## src/rtl/dout_event_fifo.sv

```systemverilog
// dout_event_fifo: classifies counter LOAD/WRAP events and buffers them in a first-word-fall-through FIFO
module dout_event_fifo #(
  parameter int WIDTH = 4,
  parameter int DEPTH = 8,
  parameter int AW    = 3
) (
  input  logic             CLK_w,
  input  logic             RST,
  input  logic             SEL_w,
  input  logic [WIDTH-1:0] CNT,
  input  logic             CLR,
  output logic             EV_VALID,
  input  logic             EV_READY,
  output logic [WIDTH+1:0] EV_DATA,
  output logic [AW:0]      LEVEL,
  output logic             OVF,
  output logic [7:0]       OVF_CNT
);
  logic             sel_d;
  logic [WIDTH-1:0] prev_cnt;
  logic [AW-1:0]    wr, rd;
  logic [WIDTH+1:0] mem [DEPTH];
  logic [WIDTH+1:0] last;
  logic [1:0]       typ;
  logic             push, pop, full, accept, drop;
  always_comb begin
    typ    = sel_d ? 2'b01 : (&prev_cnt && CNT == '0) ? 2'b10 : 2'b00;
    push   = typ != 2'b00;
    pop    = EV_VALID && EV_READY;
    full   = LEVEL == (AW+1)'(DEPTH);
    accept = push && (!full || pop);
    drop   = push && full && !pop;
  end
  assign EV_VALID = LEVEL != '0;
  // the last popped entry keeps EV_DATA stable while the FIFO is empty
  assign EV_DATA  = EV_VALID ? mem[rd] : last;
  always_ff @(posedge CLK_w or negedge RST)
    if (!RST) begin
      sel_d    <= 1'b0;
      prev_cnt <= '0;
      wr       <= '0;
      rd       <= '0;
      last     <= '0;
      LEVEL    <= '0;
      OVF      <= 1'b0;
      OVF_CNT  <= 8'd0;
    end else begin
      sel_d    <= SEL_w;
      prev_cnt <= CNT;
      if (accept) wr <= wr + AW'(1);
      if (pop) begin
        rd   <= rd + AW'(1);
        last <= mem[rd];
      end
      LEVEL   <= LEVEL + (AW+1)'(accept) - (AW+1)'(pop);
      OVF     <= drop || (OVF && !CLR);
      OVF_CNT <= drop ? (CLR ? 8'd1 : OVF_CNT + 8'(OVF_CNT != 8'hFF)) : CLR ? 8'd0 : OVF_CNT;
    end
  always_ff @(posedge CLK_w)
    if (accept) mem[wr] <= {typ, CNT};
endmodule

```

## config.mk

```make
export PLATFORM = sky130hd
export DESIGN_NAME = dout_event_fifo
export DESIGN_NICKNAME = d
export VERILOG_FILES = /design/src/rtl/dout_event_fifo.sv
export SDC_FILE = /design/constraint.sdc
export NUM_CORES = 1
export LEC_CHECK = 0
export ABC_CLOCK_PERIOD_IN_PS = 3000
export CORE_UTILIZATION = 35
export CTS_CLUSTER_SIZE = 16
export DETAILED_ROUTE_END_ITERATION = 6
export DONT_BUFFER_PORTS = 1
export SYNTH_ARGS = -nofsm -noshare
export SYNTH_HDL_FRONTEND = slang
export SYNTH_SLANG_ARGS = --single-unit
```

## constraint.sdc

```tcl
create_clock -name CLK_w -period 3 [get_ports CLK_w]
set_input_delay 0.15 -clock CLK_w [delete_from_list [all_inputs] [get_ports CLK_w]]
set_output_delay 0.15 -clock CLK_w [all_outputs]
set_load 0.005 [all_outputs]
```

Word-level counts from Yosys, hierarchy flattened
Memory sizes are Yosys's and may differ from the RTL's.
Index checks and enable logic that the tools add are counted.
Operators by class
  add/sub/neg operators: 5
  equal/unequal tests: 2
  muxes and demuxes: 8
  reduce and logical (&&, ||, !) cells: 16
Operators by type and width (number)
  2-to-1 mux 8 bit: 3
  adder 8 x 1 -> 8 bit: 1
  != test 8 bit (second input constant): 1
  adder 3 x 1 -> 3 bit (second input constant): 2
  logical AND 1 bit: 6
  2-to-1 mux 6 bit: 1
  adder 4 x 1 -> 4 bit: 1
  equality test 4 bit (second input constant): 1
  zero test 4 bit: 1
  2-to-1 mux 2 bit: 2
  AND reduction 4 bit: 1
  nonzero test 2 bit: 2
  nonzero test 4 bit: 1
  subtractor 4 x 1 -> 4 bit: 1
  zero test 1 bit: 3
  logical OR 1 bit: 2
  2-to-1 mux 1 bit: 2
Word-level totals
  register bits: 30
  memory bits (writable): 48
  bits of input ports: 9
  output and inout port bits: 20
  logic and storage cells: 40
  memories kept: 1
Memory list
  mem: words 8, width 6, rd ports 1, clocked after Yosys merged registers in 0, wr ports 1, RTL line 22  | logic [WIDTH+1:0] mem [DEPTH];

Longest topological paths before layout
  depth after elaboration: 8
  depth in mapped cells: 11
  gate-level depth less buffers: 10

Worst setup path after synthesis
OpenSTA, ideal clock, no wires.
  path kind: register to register
  from: register LEVEL[2]
  to: register LEVEL[2]
  setup time: 123 ps
  data arrival time: 2240 ps
  data required time: 2877 ps
  setup slack: 637 ps
  stages on the path, launching flop included: 11
  path buffers: 1
  period minus slack after synthesis: 2363 ps
  cell sequence: dfrtp_1 > inv_1 > ha_1 > or3b_1 > and2_1 > buf_2 > nand2_1 > o21ai_1 > ha_1 > fa_1 > xor2_1
Between the ends
  word-level cells in the longest chain between the ends: 6
  elaborated cells between the ends (all ways): 8
  those cells by class: add/sub (2); eq/ne (1); reduce/logical (5)
RTL lines
  from (decl): RTL line 15  | output logic [AW:0] LEVEL,
  from (signal assigned): RTL line 55  | LEVEL <= LEVEL + (AW+1)'(accept) - (AW+1)'(pop);
  equality test 4 bit / nonzero test 4 bit (equally long branches): RTL line 30, 34
  zero test 1 bit / logical AND 1 bit (equally long branches): RTL line 31, 29
  logical OR 1 bit: RTL line 31  | accept = push && (!full || pop);
  logical AND 1 bit: RTL line 31
  adder 4 x 1 -> 4 bit: RTL line 55
  subtractor 4 x 1 -> 4 bit (*): RTL line 55
Mark *: on every way between the ends. The rest lies on a longest branch, timed or not.
A chain may end at the register's enable or synchronous reset.

Worst setup path in the final report
  from: register rd[1]
  to: output EV_DATA[1]
Between the ends
  word-level cells in the longest chain between the ends: 2
RTL lines
  from (decl): RTL line 21  | logic [AW-1:0] wr, rd;
  from (signal assigned): RTL line 52  | rd <= rd + AW'(1);
  memory read (8 x 6 bit)
  2-to-1 mux 6 bit: RTL line 36  | assign EV_DATA = EV_VALID ? mem[rd] : last;
  to (decl): RTL line 14  | output logic [WIDTH+1:0] EV_DATA,
No other way between the ends.

==> impl_results.rst <==
.. list-table::
   :header-rows: 1

   * - Metric
     - Value
   * - Number of buffers added by the clock tree synthesis step
     - 9
   * - Synth Net Count
     - 237
   * - Post-Syn Area
     - 3310 sq um
   * - Synthesis Warnings
     - 0
   * - Relative slew slack
     - 33.9%
   * - Top_reg_cell synth
     - sky130_fd_sc_hd__edfxtp_1
   * - Clock tree sinks
     - 78
   * - Wire length of the first global-routing pass
     - 9980 microns
   * - Root buf cell
     - sky130_fd_sc_hd__clkbuf_8
   * - Met3 Usage GRT
     - 3.09%
   * - Share of layout cells above drive strength 1
     - 15.8%
   * - Antenna violations before repair
     - 0
   * - Worst EP arrival
     - 2.29 ns
   * - Busiest metal layer after global routing
     - met2
   * - Share of flip-flops with an asynchronous set or reset after synthesis
     - 38.5%
   * - Met1 usage
     - 18.3%
   * - Critical path start-end classification
     - reg -> out
   * - Final slew viol count
     - 0
   * - Number of nets in the layout
     - 254
   * - Max Fanout on Critical Path
     - 14
   * - Half-perimeter wire length after detailed placement
     - 4000 microns
   * - Critical hold path startpoint
     - CLR
   * - Total power draw
     - 0.00326 W
   * - Initial core utilization
     - 36.0%
   * - Maximum clock skew at final layout
     - 0.00454 ns
   * - Number of fill cells in the layout
     - 841
   * - Final standard cell area without fillers
     - 3770 sq um
   * - Highest achievable clock rate
     - 0.410 GHz
   * - Iteration count of the initial detailed-routing pass
     - 4
   * - Number of distinct library cell variants in the gate-level netlist after synthesis
     - 37
   * - Sequential fraction of the synthesis area
     - 66.2%
   * - Count of cells resized by post-cts repair
     - 0
   * - Tmin final
     - 2.44 ns
   * - Synthesis-stage register bit count
     - 78
   * - Total wire length
     - 6260 microns
   * - Total grt overflow
     - 0
   * - Synthesized-area fraction occupied by ao, oa, aoi and oai cells
     - 4.68%
   * - Clock slew at the register clock pins of the worst setup and hold paths
     - 0.08 ns
   * - Number of remaining DRC errors
     - 0
   * - Ratio of final minimum period to clock period
     - 81.4%
   * - Largest family of logic cells by synthesized area
     - multiplexers
   * - Number of enable flip-flop cells after synthesis
     - 48
   * - CP cell instances
     - mux4_2, mux2i_1, a21oi_1
   * - Area of the placeable core
     - 9200 sq um
   * - Register-to-register setup slack
     - 0.58 ns
   * - Number of hold violations in the final report
     - 0
   * - Row Count
     - 35
   * - Measured slew at the worst slew-check pin
     - 0.984 ns
   * - Post-route ant nets
     - 0
   * - Arithmetic-cell share of the synthesized area counting full adders, half adders and majority gates
     - 4.00%
   * - Power density of the placed cells
     - 864 nW/um^2
   * - CTS tree
     - yes
   * - Fraction of synthesized area in multiplexers
     - 11.6%
   * - Share of synthesized cell area in and, or, nand and nor gates
     - 10.1%
   * - Maximum number of pins on one net before global-route repair
     - 31
   * - Xor and xnor area share after synthesis
     - 1.59%
   * - Gate family responsible for the most delay along the worst path
     - multiplexers
   * - Maximum buffer depth of the clock tree
     - 2
   * - Area after DPL
     - 3460 sq um
   * - Total of buffers placed on input and output ports
     - 0
   * - Longest individual stage delay on the worst path
     - 0.87 ns
   * - Die Outline Area
     - 9860 sq um
   * - Class of the tightest hold or removal check
     - in -> reg
   * - Vias after detailed routing
     - 1802
   * - Skew-Pair Late Insertion Delay
     - 0.35 ns
   * - Global Route met2 Usage
     - 21.6%
   * - Type of element capturing the critical path
     - output pin
   * - Num ports
     - 29
   * - Leakage power figure
     - 1.38 nW
   * - RePlAce Congestion
     - 0.694
   * - Worst Setup Start Kind
     - flop
   * - Overall die width
     - 99.3 microns
   * - Vertical die dimension
     - 99.3 microns
   * - Routed via count divided by cell count
     - 5.13
   * - Setup repair after global routing missed its margin
     - no
   * - Inserted Diodes
     - 0
   * - Violation count after the first detailed-routing iteration
     - 134
   * - Outcome
     - completed
   * - Setup TNS after final layout
     - 0 ns
   * - Maximum ir drop on the vdd rail
     - 0.000290 V
   * - Number of setup violations in the final report
     - 0
   * - Startpoint of the lowest-slack register-to-register path
     - prev_cnt[2]
   * - Overall Global Routing Usage
     - 13.9%
   * - Level count of the clock H-tree
     - 3
   * - Count of max-cap constraint violations
     - 0
   * - Layout-stage area growth over the synthesis result
     - 13.7%
   * - Via count of the first global-routing pass
     - 1770
   * - Data required time at the worst endpoint
     - 2.85 ns
   * - CP Launch Point
     - rd[1]
   * - Post-detailed-route wirelength per cell
     - 17.8 microns
   * - Mean post-synth cell area
     - 15.2 sq um
   * - Crit path max-delay cell type
     - sky130_fd_sc_hd__dfrtp_1
   * - Crit path buffers/inverters
     - 0
   * - Post-synthesis cell count
     - 218
-- layer usage --
| metal | vias up | part of all wire, % |
|---|---|---|
| met5 | - | 0 |
| met4 | 0 | 1.6 |
| met3 | 7 | 3.3 |
| met2 | 30 | 48 |
| met1 | 907 | 47 |
| li1 | 858 | - |
-- sequential cells by signal (all words and copies together), names as in the netlist --
signal    count
rd            3
LEVEL         4
last          6
OVF_CNT       8
OVF           1
sel_d         1
mem          48
prev_cnt      4
wr            3
-- where the power goes --
| part | internal, W | total (W) | switching, W | leakage (nW) |
|---|---|---|---|---|
| Combinational | 0.000427 | 0.000824 | 0.000397 | 0.460 |
| Sequential | 0.00136 | 0.00159 | 0.000231 | 0.813 |
| Clock | 0.000467 | 0.000840 | 0.000373 | 0.104 |
| Total | 0.00225 | 0.00326 | 0.00100 | 1.38 |
-- stage by stage --
step                setup WS [ns]  hold slack (ns)  instances  utilization, %
finish                      0.558           0.0645        351            41.0
floorplan                   0.637           -0.146        218               -
CTS                         0.479           0.0580        351            41.0
global placement            0.580           -0.144        327            37.7
global route                0.326           0.0799        351            41.0
detailed placement          0.583           -0.144        327            37.7
-- cell families after synthesis --
kind of cell,Yosys count
AND/OR/NAND/NOR,60
multiplexers,23
buffers and inverters,14
flip-flops,78
AO/OA/AOI/OAI,27
XOR/XNOR,6
adder cells (fa/ha/maj),10
-- repair_timing --
action / in CTS / in global routing
hold buffers: 8 / 0
hold endpoints to repair: 75 / 0
setup buffers: 0 / 0
-- final timing paths --
path | cells after the start | endpoint
worst max-delay path | 3 | EV_DATA[1]
worst min-delay path | 2 | OVF_CNT[2]
worst max register to register | 7 | LEVEL[2]
worst min register to register | 2 | last[2]
max in group asynchronous | 2 | rd[0]
min in group asynchronous | 2 | OVF
-- cell type report --
class	count	area, sq um	share of cell area, %
Sequential cell	78	2190	58.2
Multi-Input combinational cell	126	1060	28.1
Timing Repair Buffer	16	150	3.99
Tap cell	111	139	3.69
Clock buffer	10	128	3.39
Clock inverter	6	85.1	2.26
Inverter	4	15.0	0.399
-- synth_stat cells, drive strengths merged (3+ instances only) --
cell type / instances / area, sq um
mux4: 12 / 270
o31ai: 5 / 37.5
mux2: 3 / 33.8
inv: 4 / 15.0
edfxtp: 48 / 1440
and4: 3 / 26.3
nor3: 4 / 20.0
xnor2: 3 / 26.3
nand3: 4 / 20.0
xor2: 3 / 26.3
mux2i: 8 / 80.1
nand2b: 7 / 43.8
a21oi: 19 / 98.9
nand2: 6 / 22.5
buf: 8 / 40.0
or4: 4 / 30.0
dfrtp: 30 / 751
nor2: 21 / 78.8
ha: 9 / 113
-- layout by cell type, fill, tap and decap left out, drive strengths merged, types with 5 or more instances in the layout --
cell	synthesis	layout
mux2i	8	8
nand2b	7	7
dfrtp	30	30
buf	8	9
dlygate4sd3	0	7
clkbuf	2	10
inv	4	5
nand2	6	6
mux4	12	12
edfxtp	48	48
ha	9	9
nor2	21	21
a21oi	19	19
o31ai	5	5
No activity file was read; power rests on OpenSTA's default activity.
